--- src/rtl/i2c_init_sequencer.sv ---
// i2c_init_sequencer
// Walks a register-write table held in an external synchronous ROM (1-cycle
// read latency) and issues one single-byte I2C write per entry through an
// external I2C master. NACKed entries are retried, exhausted entries are
// counted in ERR/ERR_CNT, and 16'hFFFF marks the end of the table.
// Optional feature macro: I2C_INIT_VERIFY_EN -- every ACKed write is followed
// by a read-back of the same subaddress that must return the written data.
module i2c_init_sequencer #(
  parameter logic [6:0]  DEV_ADDR   = 7'h39,
  parameter int          AW         = 8,
  parameter logic [15:0] GAP_CYCLES = 16'd1000,
  parameter int          MAX_RETRY  = 3,
  parameter bit          AUTO_START = 1'b1
) (
  input  logic          CLK,
  input  logic          RESET,
  input  logic          GO,
  output logic [AW-1:0] TBL_ADDR,
  input  logic [15:0]   TBL_DATA,
  output logic          I2C_START,
  output logic          I2C_READ,
  output logic [6:0]    I2C_ADDR,
  output logic [7:0]    I2C_SUBADDR,
  output logic [7:0]    I2C_WDATA,
  input  logic [7:0]    I2C_RDATA,
  input  logic          I2C_END,
  input  logic          I2C_ACK,
  output logic          BUSY,
  output logic          DONE,
  output logic          ERR,
  output logic [7:0]    ERR_CNT
);

  typedef enum logic [2:0] {
    S_IDLE,
    S_FETCH,
    S_DECODE,
    S_ISSUE,
    S_XFER,
    S_CHECK,
    S_GAP,
    S_FIN
  } state_t;

  localparam logic [7:0]    MAX_RETRY_B = 8'(MAX_RETRY);
  localparam logic [AW-1:0] ADDR_ONE    = AW'(1);

  state_t      state_reg;
  logic        go_sync_reg;
  logic        go_prev_reg;
  logic        auto_pend_reg;
  logic [7:0]  retry_reg;
  logic [15:0] gap_cnt_reg;
  logic        gap_to_issue_reg;  // GAP exits to ISSUE (same entry) instead of FETCH
  logic        start_hold_reg;    // START has been high for at least one cycle
  logic        ack_reg;           // ACK captured when the master went idle

  logic go_rise;
  logic tbl_last;
  logic gap_done;
  logic retry_left;
  logic attempt_pass;
  logic read_next;

  assign go_rise    = go_sync_reg & ~go_prev_reg;
  assign tbl_last   = &TBL_ADDR;
  assign gap_done   = (GAP_CYCLES == 16'd0) || (gap_cnt_reg == GAP_CYCLES - 16'd1);
  assign retry_left = (retry_reg < MAX_RETRY_B);

`ifdef I2C_INIT_VERIFY_EN
  logic [7:0] rdata_reg;

  // Write ACK schedules the read-back; the read decides pass/fail of the attempt.
  always_comb begin
    attempt_pass = 1'b0;
    read_next    = 1'b0;
    if (!I2C_READ) begin
      read_next = ack_reg;
    end else begin
      attempt_pass = ack_reg && (rdata_reg == I2C_WDATA);
    end
  end
`else
  logic rdata_unused;
  assign rdata_unused = ^I2C_RDATA;

  // Without read-back, the write ACK alone decides the attempt.
  always_comb begin
    attempt_pass = ack_reg;
    read_next    = 1'b0;
  end
`endif

  // Main sequencer FSM; every output is a register updated here.
  always_ff @(posedge CLK or posedge RESET) begin
    if (RESET) begin
      state_reg        <= S_IDLE;
      go_sync_reg      <= 1'b0;
      go_prev_reg      <= 1'b0;
      auto_pend_reg    <= AUTO_START;
      retry_reg        <= 8'd0;
      gap_cnt_reg      <= 16'd0;
      gap_to_issue_reg <= 1'b0;
      start_hold_reg   <= 1'b0;
      ack_reg          <= 1'b0;
`ifdef I2C_INIT_VERIFY_EN
      rdata_reg        <= 8'd0;
`endif
      TBL_ADDR         <= '0;
      I2C_START        <= 1'b0;
      I2C_READ         <= 1'b0;
      I2C_ADDR         <= DEV_ADDR;
      I2C_SUBADDR      <= 8'd0;
      I2C_WDATA        <= 8'd0;
      BUSY             <= 1'b0;
      DONE             <= 1'b0;
      ERR              <= 1'b0;
      ERR_CNT          <= 8'd0;
    end else begin
      go_sync_reg   <= GO;
      go_prev_reg   <= go_sync_reg;
      // The auto-start request only lives for the first cycle after reset.
      auto_pend_reg <= 1'b0;

      case (state_reg)
        S_IDLE: begin
          if (go_rise || auto_pend_reg) begin
            TBL_ADDR  <= '0;
            DONE      <= 1'b0;
            ERR       <= 1'b0;
            ERR_CNT   <= 8'd0;
            BUSY      <= 1'b1;
            state_reg <= S_FETCH;
          end
        end

        S_FETCH: begin
          state_reg <= S_DECODE;
        end

        S_DECODE: begin
          if (TBL_DATA == 16'hFFFF) begin
            state_reg <= S_FIN;
          end else begin
            I2C_SUBADDR <= TBL_DATA[15:8];
            I2C_WDATA   <= TBL_DATA[7:0];
            I2C_READ    <= 1'b0;
            retry_reg   <= 8'd0;
            state_reg   <= S_ISSUE;
          end
        end

        S_ISSUE: begin
          // Raise START only on an idle master (it may still be finishing a
          // frame from before a reset), keep it up at least two cycles so the
          // master's registered edge detector sees it, drop it once busy.
          if (!I2C_START) begin
            if (I2C_END) begin
              I2C_START      <= 1'b1;
              start_hold_reg <= 1'b0;
            end
          end else if (!start_hold_reg) begin
            start_hold_reg <= 1'b1;
          end else if (!I2C_END) begin
            I2C_START <= 1'b0;
            state_reg <= S_XFER;
          end
        end

        S_XFER: begin
          if (I2C_END) begin
            ack_reg   <= I2C_ACK;
`ifdef I2C_INIT_VERIFY_EN
            rdata_reg <= I2C_RDATA;
`endif
            state_reg <= S_CHECK;
          end
        end

        S_CHECK: begin
          gap_cnt_reg <= 16'd0;
          if (read_next) begin
            I2C_READ         <= 1'b1;
            gap_to_issue_reg <= 1'b1;
            state_reg        <= S_GAP;
          end else if (!attempt_pass && retry_left) begin
            // Retry always restarts with the write of the latched entry.
            retry_reg        <= retry_reg + 8'd1;
            I2C_READ         <= 1'b0;
            gap_to_issue_reg <= 1'b1;
            state_reg        <= S_GAP;
          end else begin
            if (!attempt_pass) begin
              ERR <= 1'b1;
              if (ERR_CNT != 8'hFF) begin
                ERR_CNT <= ERR_CNT + 8'd1;
              end
            end
            if (tbl_last) begin
              // Running off the end of the table counts as a missing marker.
              ERR       <= 1'b1;
              state_reg <= S_FIN;
            end else begin
              TBL_ADDR         <= TBL_ADDR + ADDR_ONE;
              gap_to_issue_reg <= 1'b0;
              state_reg        <= S_GAP;
            end
          end
        end

        S_GAP: begin
          if (gap_done) begin
            state_reg <= gap_to_issue_reg ? S_ISSUE : S_FETCH;
          end else begin
            gap_cnt_reg <= gap_cnt_reg + 16'd1;
          end
        end

        S_FIN: begin
          DONE      <= 1'b1;
          BUSY      <= 1'b0;
          state_reg <= S_IDLE;
        end

        default: begin
          state_reg <= S_IDLE;
        end
      endcase
    end
  end

endmodule

--- config.mk ---
export PLATFORM = sky130hd
export DESIGN_NAME = i2c_init_sequencer
export DESIGN_NICKNAME = d
export VERILOG_FILES = /design/src/rtl/i2c_init_sequencer.sv
export SDC_FILE = /design/constraint.sdc
export NUM_CORES = 1
export LEC_CHECK = 0
export CAP_MARGIN = 20
export CORE_MARGIN = 4
export CORE_UTILIZATION = 51
export CTS_CLUSTER_SIZE = 25
export DETAILED_ROUTE_END_ITERATION = 7
export PLACE_DENSITY = 0.89
export SETUP_SLACK_MARGIN = 0.15
export SLEW_MARGIN = 30
export SYNTH_ARGS = -nofsm -noshare
export SYNTH_HDL_FRONTEND = slang
export SYNTH_SLANG_ARGS = --single-unit
export TNS_END_PERCENT = 10
--- constraint.sdc ---
create_clock -name CLK -period 2.31 [get_ports CLK]
set_input_delay 0.3465 -clock CLK [delete_from_list [all_inputs] [get_ports CLK]]
set_output_delay 0.3465 -clock CLK [all_outputs]
set_load 0.005 [all_outputs]
Yosys cells after proc, flatten, opt, wreduce, memory -nomap -nowiden
Index checks and enable logic that the tools add are counted.
- add/sub/neg operators: 4
- $lt $le $gt $ge: 1
- eq/ne operators: 25
- multiplexer cells: 42
- bitwise logic cells: 3
- reduce and logical (&&, ||, !) cells: 21
- operators with widths (cell ; count):
    8-bit 2-to-1 mux ; 8
    8-bit one-hot mux with 2 select lines ; 3
    16-bit one-hot mux with 2 select lines ; 1
    2-bit != test, second input constant ; 13
    8-bit by 1-bit adder with 8-bit output, second input constant ; 3
    3-bit one-hot mux with 8 select lines ; 1
    3-bit 2-to-1 mux ; 7
    16-bit by 1-bit adder with 16-bit output, second input constant ; 1
    16-bit by 10-bit equality test with 1-bit output, second input constant ; 1
    16-bit equality test, second input constant ; 1
    1-bit 2-to-1 mux ; 16
    16-bit 2-to-1 mux ; 1
    3-bit equality test, second input constant ; 4
    2-bit AND reduction ; 6
    2-bit nonzero test ; 5
    8-bit by 2-bit < comparator with 1-bit output, second input constant ; 1
    8-bit != test, second input constant ; 1
    1-bit one-hot mux with 2 select lines ; 4
    4-bit AND reduction ; 2
    8-bit AND reduction ; 1
    3-bit by 2-bit equality test with 1-bit output, second input constant ; 2
    6-bit AND reduction ; 1
    5-bit AND reduction ; 1
    3-bit by 1-bit equality test with 1-bit output, second input constant ; 1
    10 further kinds ; 11
- flip-flop bits (word level): 70
- input bits: 29
- output and inout bits: 44
- logic and storage cells: 114

Logic depth before layout (Yosys ltp)
Gate-level depths: netlist of run 1.
- word-level depth: 5
- gate-level depth with buffers: 7
- depth with buffers taken out: 5

Worst setup path after synthesis of run 1
OpenSTA, ideal clock, no wires.
- path type: register -> register
- start point: register retry_reg[0]
- end point: register ERR_CNT[3]
- library setup time: 0.130 ns
- arrival: 1.822 ns
- data required time: 2.180 ns
- setup slack: 0.358 ns
- cell stages (with the launch flop): 8
- path buffers: 2
- period minus slack after synthesis: 1.952 ns
- path through: dfrtp_1 -> ha_1 -> nor4_1 -> a21o_1 -> buf_2 -> clkbuf_1 -> nor3_1 -> mux2i_1
- word-level cells in the longest chain between the ends: 4
- ends and longest elaborated chain (what ; RTL line ; text):
    start: declaration ; 52 ; logic [7:0] retry_reg;
    start signal: assignment ; 188 ; retry_reg <= retry_reg + 8'd1;
    8-bit by 2-bit < comparator with 1-bit output ; 68 ; assign retry_left = (retry_reg < MAX_RETRY_B);
    1-bit logical AND ; 186 ; end else if (!attempt_pass && retry_left) begin
    2-bit != test (no source line) ; n/a ;
    5-bit AND reduction (no source line) ; n/a ;
    end signal: assignment ; 196 ; ERR_CNT <= ERR_CNT + 8'd1;
    end: declaration ; 31 ; output logic [7:0] ERR_CNT
No other way between the ends.
A chain may end at the register's enable or synchronous reset.

Worst setup path after layout of run 1
- start point: register gap_cnt_reg[11]
- end point: register state_reg[1]
- word-level cells in the longest chain between the ends: 3
- ends and longest elaborated chain (what ; RTL line ; text):
    start: declaration ; 53 ; logic [15:0] gap_cnt_reg;
    start signal: assignment ; 215 ; gap_cnt_reg <= gap_cnt_reg + 16'd1;
    16-bit by 10-bit equality test with 1-bit output ; 67 ; assign gap_done = (GAP_CYCLES == 16'd0) || (gap_cnt_reg == GAP_CYCLES - 16'd1);
    2-bit != test (no source line) ; n/a ;
    6-bit AND reduction (no source line) ; n/a ;
    end signal: assignment ; 213 ; state_reg <= gap_to_issue_reg ? S_ISSUE : S_FETCH;
    end: declaration ; 48 ; state_t state_reg;
No other way between the ends.

==> run_results.csv, run 1 <==
group,metric,value,unit
detailed_routing,drt_pass1_iterations,5,
placed_design,io_buffer_count,56,
final_layout,most-common-layout-cells,"68 x dfrtp_1, 56 x clkdlybuf4s50_1, 39 x nand2_1",
sta,setup_violations,0,
final_layout,drive_gt1_frac,0.1256,
synth,yosysWarningCount,7,
sta,layout_min_cycle_time,2.019,ns
cts,htreeDepth,3,
cts,clock_latency,0.34,ns
floorplan,fp.dieW,89.06,um
cts,root_buffer,"clkbuf_8",
detailed_routing,drc,0,
power_and_ir_drop,vdd_drop_max,926.6,uV
synth,syn-cell-area,3351,sq um
cts,post-cts-setup-buffers,0,
final_layout,mostFrequentLayoutCell,"dfrtp_1",
cts,cts_resized,0,
sta,rsz0062_at_grt,"false",
sta,worst_pin_slew,0.7239,ns
cts,cts_tree,"yes",
placed_design,place_inst,451,
setup_path,critPathKind,"reg -> reg",
final_layout,final_cells,467,
cts,cts_buffers,9,
synth,yosysSeqAreaShare,0.5157,
synth,synth-seq-cells,69,
power_and_ir_drop,p_leak,1.830,nW
synth,synth_edf_count,0,
global_route,grt_pass1_vias,2683,
floorplan,start_util,0.5277,
global_route,grt_max_degree,70,
global_route,grt_pass1_wl,12630,um
detailed_routing,drtIter0Drc,181,
floorplan,die_height,89.06,um
sta,tns,0,ns
final_layout,antennaDiodeCount,0,
sta,finClkSkew,0.007381,ns
final_layout,utilization,0.6652,
power_and_ir_drop,p_per_area,1001,nW/um^2
synth,ys_async_sr_fraction,1.000,
sta,hold_violations,0,
cts,clk_path_buf_depth,2,
final_layout,largest_reg_flops,16,
synth,synth_top_area_share,0.5078,
setup_path,crit_path_start_kind,"register",
sta,finalCritPeriodShare,0.8742,
synth,ys_types,56,
worst_hold_path,hp-class,"in -> async",
status,status,"finished, final reports clean",
global_route,track_usage,0.2073,
synth,yosysTopAreaCell,"dfrtp_1",
floorplan,io_pins,73,
synth,synthFlopType,"dfrtp_1",
detailed_routing,via_per_inst,5.788,
setup_path,rr_startpoint,"gap_cnt_reg[11]",
setup_path,cp-end-kind,"register",
setup_path,crit_arrival,2.21,ns
sta,fmaxAchievable,0.4952,GHz
sta,maxSlewViolCount,0,
detailed_routing,totalWireLength,7616,um
detailed_routing,post_drt_wl_per_cell,16.31,um
flow_run,maxCapViolations,0,
cts,holdBufCountCts,0,
floorplan,design.die.area,7931,sq um
cts,path_clk_slew,0.07,ns
floorplan,rows,29,
setup_path,r2r-end,"state_reg[1]",
placed_design,gp_congestion,0.8421,
cts,cts.sinks,69,
placed_design,hpwl,5275,um
setup_path,rr_worst_depth,4,
final_layout,area_growth,26.06,%
setup_path,reg2reg_slack,0.29,ns
setup_path,required,2.51,ns
setup_path,worst-path-max-fanout,10,
synth,synthCells,321,
synth,synth_area_leaders,"dfrtp_1 51%, mux2_2 5.7%, mux2i_1 4.8%",
detailed_routing,num_vias,2703,
final_layout,nets,418,
global_route,gr-total-overflow,0,
floorplan,design.core.area,6350,sq um
sta,relSlewSlack,0.5153,
global_route,antenna_found_initial,0,
synth,avgSynthCellArea,10.44,sq um
detailed_routing,antenna_left,0,
## routing by layer
layer / track usage / share of wire / vias up
met5: 0 / 0 / -
met4: 0.08796 / 0.017 / 0
met1: 0.2463 / 0.40 / 1346
met3: 0.03687 / 0.040 / 11
met2: 0.3691 / 0.54 / 62
li1: - / - / 1284
## cell type report
| cell class | count | area [sq um] |
|---|---|---|
| clock inverters | 4 | 47.55 |
| well taps | 77 | 96.34 |
| fillers | 450 | 2126 |
| flip-flops and latches | 69 | 1728 |
| multi-input cells | 229 | 1513 |
| inverters | 11 | 41.29 |
| repair buffers | 65 | 653.1 |
| clock buffers | 12 | 145.1 |
## power breakdown
part / switching (mW) / total, mW / internal, mW
clock: 0.445 / 0.970 / 0.525
combinational: 0.705 / 1.54 / 0.833
sequential: 0.214 / 1.72 / 1.50
total: 1.36 / 4.23 / 2.86
## critical path, cell delays in order, from the launching register on
cell and delay (ns):
dfrtp_1 0.42, or4_1 0.53, or4_4 0.60, nand2_1 0.18, a41oi_1 0.13
## stage by stage
| step | total power [mW] | cell area (sq um) | worst slack, ns | hold slack [ns] |
|---|---|---|---|---|
| detailed placement | 3.275 | 4025 | 0.1782 | 0.3934 |
| finish | 4.227 | 4224 | 0.2907 | 0.3858 |
| CTS | 4.247 | 4218 | 0.1523 | 0.4058 |
| global route | 4.483 | 4224 | 0.2136 | 0.4202 |
| floorplan | 2.522 | 3381 | 0.2253 | 0.3677 |
| global placement | 3.182 | 4025 | 0.2785 | 0.3882 |
## cell usage after synthesis, drive strengths merged, types with 2 or more instances
library cell and n:
dfrtp 68, nand2 39, mux2 17, mux2i 16, nor2 16, nand3 14, a21oi 13, nand4 12
inv 11, buf 10, clkbuf 10, nor2b 9, nor3 8, o21ai 8, nor4 7, or4 5
and3 4, ha 4, a31oi 3, and3b 3, o31ai 3, xnor2 3, a22o 2, a311oi 2
a31o 2, and2 2, and4 2, nand2b 2, nand3b 2, nand4b 2, nor3b 2, o2111ai 2
o211ai 2, or3 2, or4b 2
## cell families after synthesis
logic type / share of synthesized area
xor+xnor: 0.007843
compound gates: 0.09000
buf+inv: 0.04630
simple gates: 0.2192
fa+ha+maj: 0.01494
flops: 0.5157
mux: 0.1049
other cells: 0.001119
## worst max-delay path by stage
stage                         endpoint  slack [ns]  cells after the start             from
after floorplan                   BUSY        0.23                      1            RESET
after global placement    I2C_WDATA[4]        0.28                      7     TBL_DATA[15]
after detailed placement    ERR_CNT[0]        0.18                      6     retry_reg[0]
after CTS                   ERR_CNT[4]        0.15                      6     retry_reg[0]
after global routing      state_reg[1]        0.21                      4  gap_cnt_reg[11]
final                     state_reg[1]        0.29                      4  gap_cnt_reg[11]
Note: power is estimated with default switching activity, not from simulation.
==> run 2: changes to the inputs <==
--- a/config.mk
+++ b/config.mk
@@ -12,6 +12,7 @@
 export DETAILED_ROUTE_END_ITERATION = 7
 export PLACE_DENSITY = 0.89
 export SETUP_SLACK_MARGIN = 0.15
+export SKIP_CTS_REPAIR_TIMING = 1
 export SLEW_MARGIN = 30
 export SYNTH_ARGS = -nofsm -noshare
 export SYNTH_HDL_FRONTEND = slang
==> results of run 2 <==
No change in the layout: final DEF, timing and power equal those of run 1.
